==> config.mk <==
export PLATFORM = sky130hd
export DESIGN_NAME = ram_arbiter
export DESIGN_NICKNAME = d
export VERILOG_FILES = /design/src/rtl/f8_ram_pkg.sv /design/src/rtl/ram_lane_mapper.sv /design/src/rtl/ram_arbiter.sv
export SDC_FILE = /design/constraint.sdc
export NUM_CORES = 1
export LEC_CHECK = 0
export ABC_AREA = 0
export ABC_CLOCK_PERIOD_IN_PS = 4150
export CORE_UTILIZATION = 35
export CTS_CLUSTER_SIZE = 30
export DETAILED_ROUTE_END_ITERATION = 12
export PLACE_DENSITY_LB_ADDON = 0.1
export SLEW_MARGIN = 15
export SYNTH_ARGS = -nofsm -noshare
export SYNTH_HDL_FRONTEND = slang
export SYNTH_SLANG_ARGS = --single-unit
==> constraint.sdc <==
create_clock -name clk -period 4.15 [get_ports clk]
set_input_delay 0.415 -clock clk [delete_from_list [all_inputs] [get_ports clk]]
set_output_delay 0.415 -clock clk [all_outputs]
set_load 0.02 [all_outputs]
==> src/rtl/f8_ram_pkg.sv <==
// Shared types and window helpers for the split even/odd RAM arbiter.
package f8_ram_pkg;

  typedef struct packed {
    logic        we;
    logic        wide;
    logic [15:0] addr;
    logic [15:0] wdata;
  } ram_req_t;

  typedef struct packed {
    logic owner;
    logic odd;
    logic wide;
    logic err_lo;
    logic err_hi;
  } rd_ctx_t;

  // RAM occupies the top of the 16 KiB space: [0x4000 - size, 0x3fff].
  function automatic logic [15:0] ram_base(input int unsigned addrbits);
    return 16'h4000 - 16'(1 << addrbits);
  endfunction

  function automatic logic in_window(input logic [15:0] addr, input int unsigned addrbits);
    return (addr >= ram_base(addrbits)) && (addr <= 16'h3fff);
  endfunction

endpackage

==> src/rtl/ram_lane_mapper.sv <==
// Combinational byte-lane mapping between a byte-addressed request and the even/odd banks.
module ram_lane_mapper
  import f8_ram_pkg::*;
#(
  parameter int unsigned ADDRBITS = 10
) (
  input  ram_req_t    i_req,
  input  logic        i_grant,
  input  logic        i_owner,
  input  rd_ctx_t     i_rd_ctx,
  input  logic [7:0]  i_rd_even,
  input  logic [7:0]  i_rd_odd,
  output logic [14:0] o_addr_even,
  output logic [14:0] o_addr_odd,
  output logic [7:0]  o_wdata_even,
  output logic [7:0]  o_wdata_odd,
  output logic        o_we_even,
  output logic        o_we_odd,
  output rd_ctx_t     o_ctx,
  output logic [15:0] o_rdata,
  output logic        o_rd_err
);

  logic [14:0] w_word;
  logic [15:0] w_addr_hi;
  logic        w_odd;
  logic        w_err_lo;
  logic        w_err_hi;
  logic        w_lo_en;
  logic        w_hi_en;
  logic [7:0]  w_lo_byte;
  logic [7:0]  w_hi_byte;

  assign w_word    = i_req.addr[15:1];
  assign w_odd     = i_req.addr[0];
  assign w_addr_hi = i_req.addr + 16'd1;
  assign w_err_lo  = !in_window(i_req.addr, ADDRBITS);
  assign w_err_hi  = i_req.wide && !in_window(w_addr_hi, ADDRBITS);

  // Odd start: low byte sits in the odd bank, high byte spills into the next even word.
  assign o_addr_odd   = w_word;
  assign o_addr_even  = w_odd ? w_word + 15'd1 : w_word;
  assign o_wdata_even = w_odd ? i_req.wdata[15:8] : i_req.wdata[7:0];
  assign o_wdata_odd  = w_odd ? i_req.wdata[7:0]  : i_req.wdata[15:8];

  assign w_lo_en   = i_grant && i_req.we && !w_err_lo;
  assign w_hi_en   = w_lo_en && i_req.wide && !w_err_hi;
  assign o_we_even = w_odd ? w_hi_en : w_lo_en;
  assign o_we_odd  = w_odd ? w_lo_en : w_hi_en;

  assign o_ctx = '{owner: i_owner, odd: w_odd, wide: i_req.wide,
                   err_lo: w_err_lo, err_hi: w_err_hi};

  assign w_lo_byte = i_rd_ctx.odd ? i_rd_odd  : i_rd_even;
  assign w_hi_byte = i_rd_ctx.odd ? i_rd_even : i_rd_odd;

  always_comb begin
    o_rdata = '0;
    if (!i_rd_ctx.err_lo) begin
      o_rdata[7:0] = w_lo_byte;
      if (i_rd_ctx.wide && !i_rd_ctx.err_hi) o_rdata[15:8] = w_hi_byte;
    end
  end

  assign o_rd_err = i_rd_ctx.err_lo | i_rd_ctx.err_hi;

endmodule

==> src/rtl/ram_arbiter.sv <==
// Two-port arbiter in front of the split even/odd RAM with starvation-bounded priority for port 1.
module ram_arbiter
  import f8_ram_pkg::*;
#(
  parameter int unsigned ADDRBITS = 10,
  parameter int unsigned MAXWAIT  = 4
) (
  input  logic        clk,
  input  logic        reset,
  input  logic        req0,
  input  logic        req1,
  input  logic        we0,
  input  logic        we1,
  input  logic        wide0,
  input  logic        wide1,
  input  logic [15:0] addr0,
  input  logic [15:0] addr1,
  input  logic [15:0] wdata0,
  input  logic [15:0] wdata1,
  output logic        gnt0,
  output logic        gnt1,
  output logic        rvalid0,
  output logic        rvalid1,
  output logic [15:0] rdata0,
  output logic [15:0] rdata1,
  output logic        err0,
  output logic        err1,
  output logic [14:0] read_addr_even,
  output logic [14:0] read_addr_odd,
  output logic [14:0] write_addr_even,
  output logic [14:0] write_addr_odd,
  output logic [7:0]  write_data_even,
  output logic [7:0]  write_data_odd,
  output logic        write_en_even,
  output logic        write_en_odd,
  input  logic [7:0]  read_data_even,
  input  logic [7:0]  read_data_odd
);

  logic [3:0]  r_waitcnt;
  logic        r_rd_vld;
  rd_ctx_t     r_rd_ctx;
  logic        r_werr0;
  logic        r_werr1;

  logic        w_gnt0;
  logic        w_gnt1;
  logic        w_any;
  ram_req_t    w_sel;
  rd_ctx_t     w_ctx;
  logic [14:0] w_addr_even;
  logic [14:0] w_addr_odd;
  logic [15:0] w_rdata;
  logic        w_rd_err;
  logic        w_req_err;

  assign w_gnt1 = !reset && req1 && (!req0 || (r_waitcnt == 4'(MAXWAIT)));
  assign w_gnt0 = !reset && req0 && !w_gnt1;
  assign w_any  = w_gnt0 | w_gnt1;
  assign gnt0   = w_gnt0;
  assign gnt1   = w_gnt1;

  // Port 0 drives the bank address bus whenever port 1 is not granted.
  assign w_sel = w_gnt1 ? '{we: we1, wide: wide1, addr: addr1, wdata: wdata1}
                        : '{we: we0, wide: wide0, addr: addr0, wdata: wdata0};

  ram_lane_mapper #(.ADDRBITS(ADDRBITS)) u_mapper (
    .i_req        (w_sel),
    .i_grant      (w_any),
    .i_owner      (w_gnt1),
    .i_rd_ctx     (r_rd_ctx),
    .i_rd_even    (read_data_even),
    .i_rd_odd     (read_data_odd),
    .o_addr_even  (w_addr_even),
    .o_addr_odd   (w_addr_odd),
    .o_wdata_even (write_data_even),
    .o_wdata_odd  (write_data_odd),
    .o_we_even    (write_en_even),
    .o_we_odd     (write_en_odd),
    .o_ctx        (w_ctx),
    .o_rdata      (w_rdata),
    .o_rd_err     (w_rd_err)
  );

  assign read_addr_even  = w_addr_even;
  assign read_addr_odd   = w_addr_odd;
  assign write_addr_even = w_addr_even;
  assign write_addr_odd  = w_addr_odd;
  assign w_req_err       = w_ctx.err_lo | w_ctx.err_hi;

  always_ff @(posedge clk) begin
    if (reset) begin
      r_waitcnt <= '0;
      r_rd_vld  <= 1'b0;
      r_rd_ctx  <= '0;
      r_werr0   <= 1'b0;
      r_werr1   <= 1'b0;
    end else begin
      if (req1 && !w_gnt1) begin
        if (r_waitcnt != 4'(MAXWAIT)) r_waitcnt <= r_waitcnt + 4'd1;
      end else begin
        r_waitcnt <= '0;
      end
      r_rd_vld <= w_any && !w_sel.we;
      if (w_any && !w_sel.we) r_rd_ctx <= w_ctx;
      r_werr0 <= w_gnt0 && w_sel.we && w_req_err;
      r_werr1 <= w_gnt1 && w_sel.we && w_req_err;
    end
  end

  assign rvalid0 = r_rd_vld && !r_rd_ctx.owner;
  assign rvalid1 = r_rd_vld &&  r_rd_ctx.owner;
  assign rdata0  = rvalid0 ? w_rdata : '0;
  assign rdata1  = rvalid1 ? w_rdata : '0;
  assign err0    = (rvalid0 && w_rd_err) | r_werr0;
  assign err1    = (rvalid1 && w_rd_err) | r_werr1;

endmodule

==> qor.yml <==
syn_nets: 503
synth-edff-count: 0
utilization_pct: 62.1
cts_root_buf: "clkbuf_8"
dieArea_um2: 8120
n_fill_cell: 673
avgSynthCellArea_um2: 6.61
via_count: 3420
drtIter0Drc: 89
diodes: 0
insertion_delay_ns: 0.24
cts_resized: 1
drt-total-wl_um: 9720
syn_to_final_growth_pct: 68.5
cpPeakStageDelay_ns: 0.37
rr_worst_depth: 13
cp.required_ns: 3.73
max_clock_freq_mhz: 262
slowest_stage: "dfxtp_1"
p_per_area_nw_per_um2: 168
async_reset_ff_share_pct: 0
ir_drop_v: 0.0000909
ctsHtreeMaxLevel: 1
grt_usage_pct: 22.9
drive_above_1_share_pct: 4.45
path_max_fanout: 6
worstPathCellList: "inv_1 > ha_1 > and3b_1 > o21ai_4 > nand2_1 > nand2_1 > ha_2 > nand3_1 > nor3_1 > mux2_4 > a21boi_1 > o2111ai_1 > a21oi_1 > clkdlybuf4s15_1"
rsz0062_at_grt: "false"
dp_hpwl_um: 8140
place.gp.congestion: 0.877
ys_seq_elements: 12
path_class: "reg2out"
die_w_um: 90.1
ctsHoldBuffers: 0
route.detailed.drc: 0
drv_slew: 0
clk_pin_slew_ns: 0.05
max-slew-margin-rel_pct: 38.6
synth.distinct_cells: 56
tritoncts: "built"
wl_per_cell_um: 14.7
setup_violations: 0
end_kind: "output pin"
ys_warn_count: 0
clock_path_buffers: 2
cp.arrival_ns: 3.40
dr.pass1.iters: 4
synth_top_area_share_pct: 14.7
synth_top_cell_by_area: "mux2i_1"
netlist_area_um2: 2720
hold_slack_ns: 0.464
hold_viol_final: 0
path_common_cell: "nand2_1"
startpoint_type: "flip-flop"
cts_sinks: 12
fp.dieH_um: 90.1
grt_overflow: 0
start_util_pct: 36.9
grt_pass1_vias: 3313
syn_inst: 411
drv_cap: 0
fin_area_um2: 4580
core_um2: 7370
ios: 204
period_share_pct: 91.8
row_count: 31
period_needed_ns: 3.81
numCtsBuffers: 3
antenna_left: 0
status: "finished, final reports clean"
post_cts_buffers: 0
final_cell_mix: "clkdlybuf4s50_1 (199), nand2_1 (60), nor2_1 (44)"
final_common_cell: "clkdlybuf4s50_1"
routed_via_density: 5.17
grt_max_degree: 33
synthFlopType: "dfxtp_1"
p_leak_uw: 0.00183
final.setup_skew_ns: 0.00343
tightest_slew_ns: 0.920
antenna_found_initial: 0
fin_nets: 655
holdPathStages: 1
synth.area.top_cells: "mux2i_1 (15%), buf_4 (13%), dfxtp_1 (8.8%)"
finalSetupTns_ns: 0
yosysSeqAreaShare_pct: 8.84
placed_area_um2: 4510
port_buffers: 203
grt_pass1_wl_um: 15600
hp-class: "reg2reg"
-- registers in the layout, indices dropped and copies added (netlist names) --
name / flops
r_rd_ctx: 5
r_waitcnt: 4
r_rd_vld: 1
r_werr0: 1
r_werr1: 1
-- per-stage QoR --
step,setup slack (ns),std cells,total power (uW)
6_report,0.339,661,770
5_1_grt,0.00670,661,811
4_1_cts,0.00275,661,775
3_5_place_dp,0.0582,657,644
3_3_place_gp,0.169,657,639
2_1_floorplan,0.308,411,418
-- cell usage after synthesis (9+ instances only) --
library cell  count
nor2_1           44
a21oi_1          25
dfxtp_1          12
nand3_1          18
clkbuf_1         12
nand2_1          60
a211oi_1         17
mux2i_1          40
nor2b_1          18
buf_4            46
o21ai_0           9
nand2b_1         11
inv_1            10
-- metal layers --
metal,routed length (um),vias to the layer above,global-route usage [%]
li1,-,1701,-
met1,3880,1560,25.5
met2,4990,149,45.0
met3,712,10,3.81
met4,136,0,4.70
met5,0,-,0
-- critical path, delay by kind of cell, from the launching register on --
family                     cells  cell delay (ns)
AOI/OAI and AO/OA              4             0.90
adders and majority gates      2             0.45
and+or+nand+nor                5             0.80
buffers and inverters          2             0.39
DFF                            1             0.37
muxes                          1             0.23
-- power breakdown --
part	internal, uW	switching (uW)	total (uW)	leakage (uW)
combinational	261	251	512	0.00170
sequential	121	9.22	130	0.0000982
clock	83.8	43.4	127	0.0000288
total	466	304	770	0.00183
-- kinds of logic (layout without fill, tap and decap cells) --
family | count (synthesis) | count (layout) | share of synthesized area (%)
compound gates | 77 | 77 | 19.1
simple gates | 186 | 186 | 32.8
flops | 12 | 12 | 8.84
fa+ha+maj | 4 | 4 | 1.84
mux | 43 | 43 | 16.1
xor+xnor | 11 | 11 | 3.55
buf+inv | 78 | 229 | 17.8
-- final timing paths --
kind                      from           end  slack [ns]
hold reg to reg   r_waitcnt[0]  r_waitcnt[0]        0.46
setup reg to reg  r_waitcnt[0]   r_rd_ctx[0]        1.29
hold / removal    r_waitcnt[0]  r_waitcnt[0]        0.46
setup / recovery  r_waitcnt[0]  write_en_odd        0.34
-- final cells by class --
type	instances	area, um2	area share [%]
Timing Repair Buffer	214	2120	46.4
Multi-Input combinational cell	321	2000	43.6
Sequential cell	12	240	5.25
Tap cell	99	124	2.71
Clock buffer	4	55.1	1.20
Inverter	11	41.3	0.902
No activity file was read; power rests on OpenSTA's default activity.
==> variant 1, RTL diff (config.mk and constraints unchanged) <==
Register the output `err1`, cleared by the reset; this adds one clock of latency there. The other outputs are not delayed to match.
--- a/src/rtl/ram_arbiter.sv
+++ b/src/rtl/ram_arbiter.sv
@@ -113,7 +113,13 @@
   assign rdata0  = rvalid0 ? w_rdata : '0;
   assign rdata1  = rvalid1 ? w_rdata : '0;
   assign err0    = (rvalid0 && w_rd_err) | r_werr0;
-  assign err1    = (rvalid1 && w_rd_err) | r_werr1;
+  always_ff @(posedge clk) begin
+    if (reset) begin
+      err1 <= '0;
+    end else begin
+      err1 <= (rvalid1 && w_rd_err) | r_werr1;
+    end
+  end
 
 endmodule
 
Check against the original RTL: not equivalent (a bounded check fails within 4 cycles, from zero or initial values and one cycle with reset high).
==> variant 1 against the unedited design <==
- register-to-register slack got worse by 60 ps
- maximum frequency shrank 0.63%
- critical endpoint is now read_addr_even[14]
- synthesized area shrank 5.8%
- first-iteration DRC count up 16%
- power fell by 3.0%
- wire length down 9.9%
- non-clock buffer count up 6
- sequential share of layout area increased by 0.58 points
- cell area is 2.5% lower
- clock skew fell by 2.3 ps
- die area fell by 5.6%
- sequential cell count rose by 1
- worst setup slack got worse by 24 ps
- hold slack lost 9.9 ps
==> variant 1: results (changes against the unedited design) <==
[status]
status = finished, final reports clean

[worst_setup_path]
slowest_stage = clkdlybuf4s50_1
crit_family = simple AND/OR/NAND/NOR gates
cp_data_arrival_time_ps = 3420  ; +20 ps
endpoint = read_addr_even[14]
critPathBufInv = 4  ; +2

[grt]
grt_pass1_wl_um = 13140  ; -16%
met2_usage = 0.4134  ; -0.03639
grt_pass1_vias = 2957  ; -11%
grtUsageMet1 = 0.2252  ; -0.02971
grt_usage = 0.2091  ; -0.02014
grt_max_degree = 38  ; +15%

[synthesis]
ys_seq_area_frac = 0.1017  ; +0.01322
muxShareOfSynthArea = 0.1857  ; +0.02451
synthTopCellsByCount = nor2_1 (55), buf_4 (45), mux2i_1 (43), nand2_1 (43), a21oi_1 (24)
synth_compound_area_frac = 0.1520  ; -0.03869
synth.distinct_cells = 46  ; -18%
synth-xor-area-share = 0.04790  ; +0.01243
synth_adder_area_share = 0.01955  ; +0.001126

[layout]
drive_gt1_frac = 0.05341  ; +0.008923
final_nets = 636  ; -2.9%

[pwr]
p_int_w = 0.0004565  ; -2.1%
vdd_drop_max_v = 0.00009225  ; +1.5%

[hold_path]
hold_end = err1$_SDFF_PP0_
hold_depth = 2  ; +1
hold_path_startpoint = r_werr1$_SDFF_PP0_

[cts]
cts_resized = 2  ; +1

[timing]
slew_headroom = 0.3762  ; -0.009299
max_freq_mhz = 260.8  ; -0.63%
finClkSkew_ps = 1.111  ; -2.319 ps

[placement]
place_ws_ps = -45.79  ; -104.0 ps

[detailed_routing]
drt_iter0_drc = 103  ; +16%

variant 1: power groups by stage:
| stage | sequential (W) | combinational (W) | clock, W |
|---|---|---|---|
| floorplan | 0.000136 | 0.000281 | 0 |
| global placement | 0.000142 | 0.000490 | 0 |
| detailed placement | 0.000142 | 0.000496 | 0 |
| CTS | 0.000140 | 0.000498 | 0.000112 |
| global route | 0.000140 | 0.000527 | 0.000118 |
| finish | 0.000140 | 0.000496 | 0.000111 |
variant 1: metrics by stage:
stage	hold slack [ps]	utilization
finish	454.3	0.6427
global route	464.0	0.6427
CTS	455.1	0.6438
detailed placement	431.5	0.6377
global placement	428.6	0.6377
floorplan	413.0	-
variant 1: layout make-up:
cell class / count / area, um2
clock buffer: 4 / 45.04
fill: 639 / 2481
inverter: 16 / 60.06
multi-input combinational: 290 / 1828
sequential: 13 / 260.3
tap: 96 / 120.1
timing repair buffer: 220 / 2150
==> variant 2, RTL diff (config.mk and constraints unchanged) <==
Made on the original files. Reset style: asynchronous (`reset`), changed in one clocked block.
--- a/src/rtl/ram_arbiter.sv
+++ b/src/rtl/ram_arbiter.sv
@@ -88,7 +88,7 @@
   assign write_addr_odd  = w_addr_odd;
   assign w_req_err       = w_ctx.err_lo | w_ctx.err_hi;
 
-  always_ff @(posedge clk) begin
+  always_ff @(posedge clk or posedge reset) begin
     if (reset) begin
       r_waitcnt <= '0;
       r_rd_vld  <= 1'b0;
Behaviour: differs if reset is asserted again (counterexample within 4 cycles, from zero or initial values and one cycle with reset high); with reset held inactive, the same outputs for 10 cycles.
==> variant 2 against the unedited design <==
- cell area fell by 2.1%
- register-to-register slack got worse by 320 ps
- synthesized area fell by 3.6%
- worst setup slack got worse by 38 ps
- wire length fell by 7.1%
- clock power fell by 5%
- power rose by 6.7%
- first-iteration DRC count rose by 3.4%
- maximum frequency fell by 0.99%
- combinational power rose by 6.1%
- hold slack improved by 76 ps
- sequential cell count did not move
- largest power group unchanged
- synthesized cell count fell by 7.3%
==> variant 2: results (changes against the unedited design) <==
[status]
status = finished, final reports clean

[synthesis]
synthTopCellsByArea = mux2i_1 (15%), buf_4 (13%), dfrtp_1 (11%)
muxShareOfSynthArea = 0.1811  ; +0.01986
synth_compound_area_frac = 0.1495  ; -0.04115
synth_top_area_share = 0.1491  ; +0.001671
synth-xor-area-share = 0.05686  ; +0.02139
synth_flop_cell = dfrtp_1
synth.distinct_cells = 44  ; -21%
synthTopCellsByCount = nor2_1 (55), buf_4 (45), mux2i_1 (39), nand2_1 (39), a21oi_1 (29)
syn-num-nets = 473  ; -6.0%
ys_seq_area_frac = 0.1147  ; +0.02623
ys.warnings.count = 0  ; unchanged
async_flop_share = 1.000  ; +1.000
synth_adder_area_share = 0.01911  ; +0.0006866

[grt]
grt_usage = 0.2197  ; -0.009558
grt_pass1_vias = 3040  ; -8.2%
grt_pass1_wl_um = 13750  ; -12%
grt_antenna_before_repair = 0  ; unchanged
grt_max_degree = 41  ; +24%

[detailed_routing]
vias_per_cell = 5.098  ; -1.5%
drtPass1Iterations = 4  ; unchanged
wirelength_um = 9024  ; -7.1%
drt_iter0_drc = 92  ; +3.4%

[worst_setup_path]
ff2ff_setup_slack_ps = 970  ; -320 ps
r2r_end = r_rd_ctx[0]$_DFFE_PP0P_
crit_fanout = 7  ; +1
cp_data_arrival_time_ps = 3430  ; +30 ps
rr_worst_depth = 15  ; +2
reg2reg_from = r_waitcnt[0]$_DFFE_PP0P_

[placement]
post_dp_cell_area_mm2 = 0.004414  ; -2.2%
io_buffers = 203  ; unchanged
place_hpwl_um = 7777  ; -4.5%
place_congestion = 0.8522  ; -2.8%
place_ws_ps = 116.4  ; +58.23 ps

[cts]
worst_skew_pair.late_latency_ps = 230
cts.clk_slew.worst_paths_ps = 50  ; about the same
cts_tree = done
h-tree-depth = 1  ; unchanged
cts_buffers = 3  ; unchanged
cts_buffer_depth = 2  ; unchanged
cts_root_buf = clkbuf_8

[hold_path]
hold_path_startpoint = r_rd_ctx[0]$_DFFE_PP0P_
hold_end = r_rd_ctx[0]$_DFFE_PP0P_
hold_path_class = flip-flop to flip-flop
hold_depth = 1  ; unchanged

[layout]
fin_util = 0.6179  ; -0.003316
final_nets = 625  ; -4.6%
reg.largest.list = r_rd_ctx: 5 flops, r_waitcnt: 4 flops
antenna_cells = 0  ; unchanged
drive_gt1_frac = 0.05075  ; +0.006268
fillers = 676  ; +0.45%

[timing]
holdWs_ps = 540.5  ; +76.26 ps
worstMarginPinSlew_ps = 882.5  ; -37.91 ps
finClkSkew_ps = 1.860  ; -1.569 ps

[pwr]
vdd_drop_max_v = 0.00009967  ; +9.7%
p_leak_nw = 1.895  ; +3.7%

## variant 2: changes by cell type in the layout (fill, tap and decap cells not counted), sizes merged, moves of 4 or more
cell           change
dlymetal6s2s       +4
o21ai              -5
o211ai             -4
nor2              +11
clkdlybuf4s50      -5
a21oi              +4
dfxtp             -12
nand2             -21
dfrtp             +12
nand2b             -8
and3               +4
## variant 2: final cells by class
type                            count  area share
Timing Repair Buffer              211      0.4685
Multi-Input combinational cell    292      0.4109
Sequential cell                    12     0.06700
Tap cell                           99     0.02764
Inverter                           13     0.01368
Clock buffer                        4     0.01228
## variant 2: logic make-up (layout without fill, tap and decap cells)
kind of cell,count (synthesis),in the layout
compound gates,63,63
simple gates,163,163
mux,45,45
fa+ha+maj,4,4
buf+inv,77,228
xor+xnor,17,17
flops,12,12
## variant 2: worst max-delay path by stage
stage	startpoint	to	slack [ps]	cells after the start
floorplan	r_waitcnt[0]$_DFFE_PP0P_	write_en_even	300	18
global placement	req1	write_en_even	210	15
detailed placement	req1	write_en_even	120	15
CTS	r_waitcnt[0]$_DFFE_PP0P_	read_addr_even[14]	150	14
global route	r_waitcnt[0]$_DFFE_PP0P_	write_addr_even[14]	20	14
finish	r_waitcnt[0]$_DFFE_PP0P_	write_addr_even[14]	300	14
## variant 2: worst max-delay path, cell delays in order (launching register included)
cell and delay [ps]:
dfrtp_1 410, inv_1 70, ha_1 210, nand3b_4 130, a211o_2 450, clkinv_8 90
nand2_1 50, nand2_1 120, ha_1 230, nand3_1 110, nor2_1 190, mux2i_4 140
nor3_2 190, xnor2_1 170, clkdlybuf4s50_1 640
## variant 2: metal layers
| metal | GRT usage | routed length [um] | vias up |
|---|---|---|---|
| met3 | 0.04664 | 803 | 16 |
| li1 | - | - | 1599 |
| met2 | 0.4315 | 4766 | 145 |
| met1 | 0.2294 | 3238 | 1457 |
| met5 | 0 | 0 | - |
| met4 | 0.07185 | 215 | 0 |
## variant 2: repair_timing
action,in CTS,in global routing
hold buffers,0,0
hold endpoints to repair,0,0
setup buffers,0,0
gates cloned,0,0
gates resized for setup,2,12
endpoints found under the setup margin,2,10
## variant 2: where the power goes
part           internal, W  switching, W
registers         0.000131     0.0000266
clock network    0.0000833     0.0000376
logic             0.000280      0.000263
total             0.000494      0.000327
## variant 2: metrics by stage
step | instances | power [W]
after floorplan | 381 | 0.0004779
after global placement | 627 | 0.0006968
after detailed placement | 627 | 0.0007055
final | 631 | 0.0008214
after global routing | 631 | 0.0008739
after CTS | 631 | 0.0008304
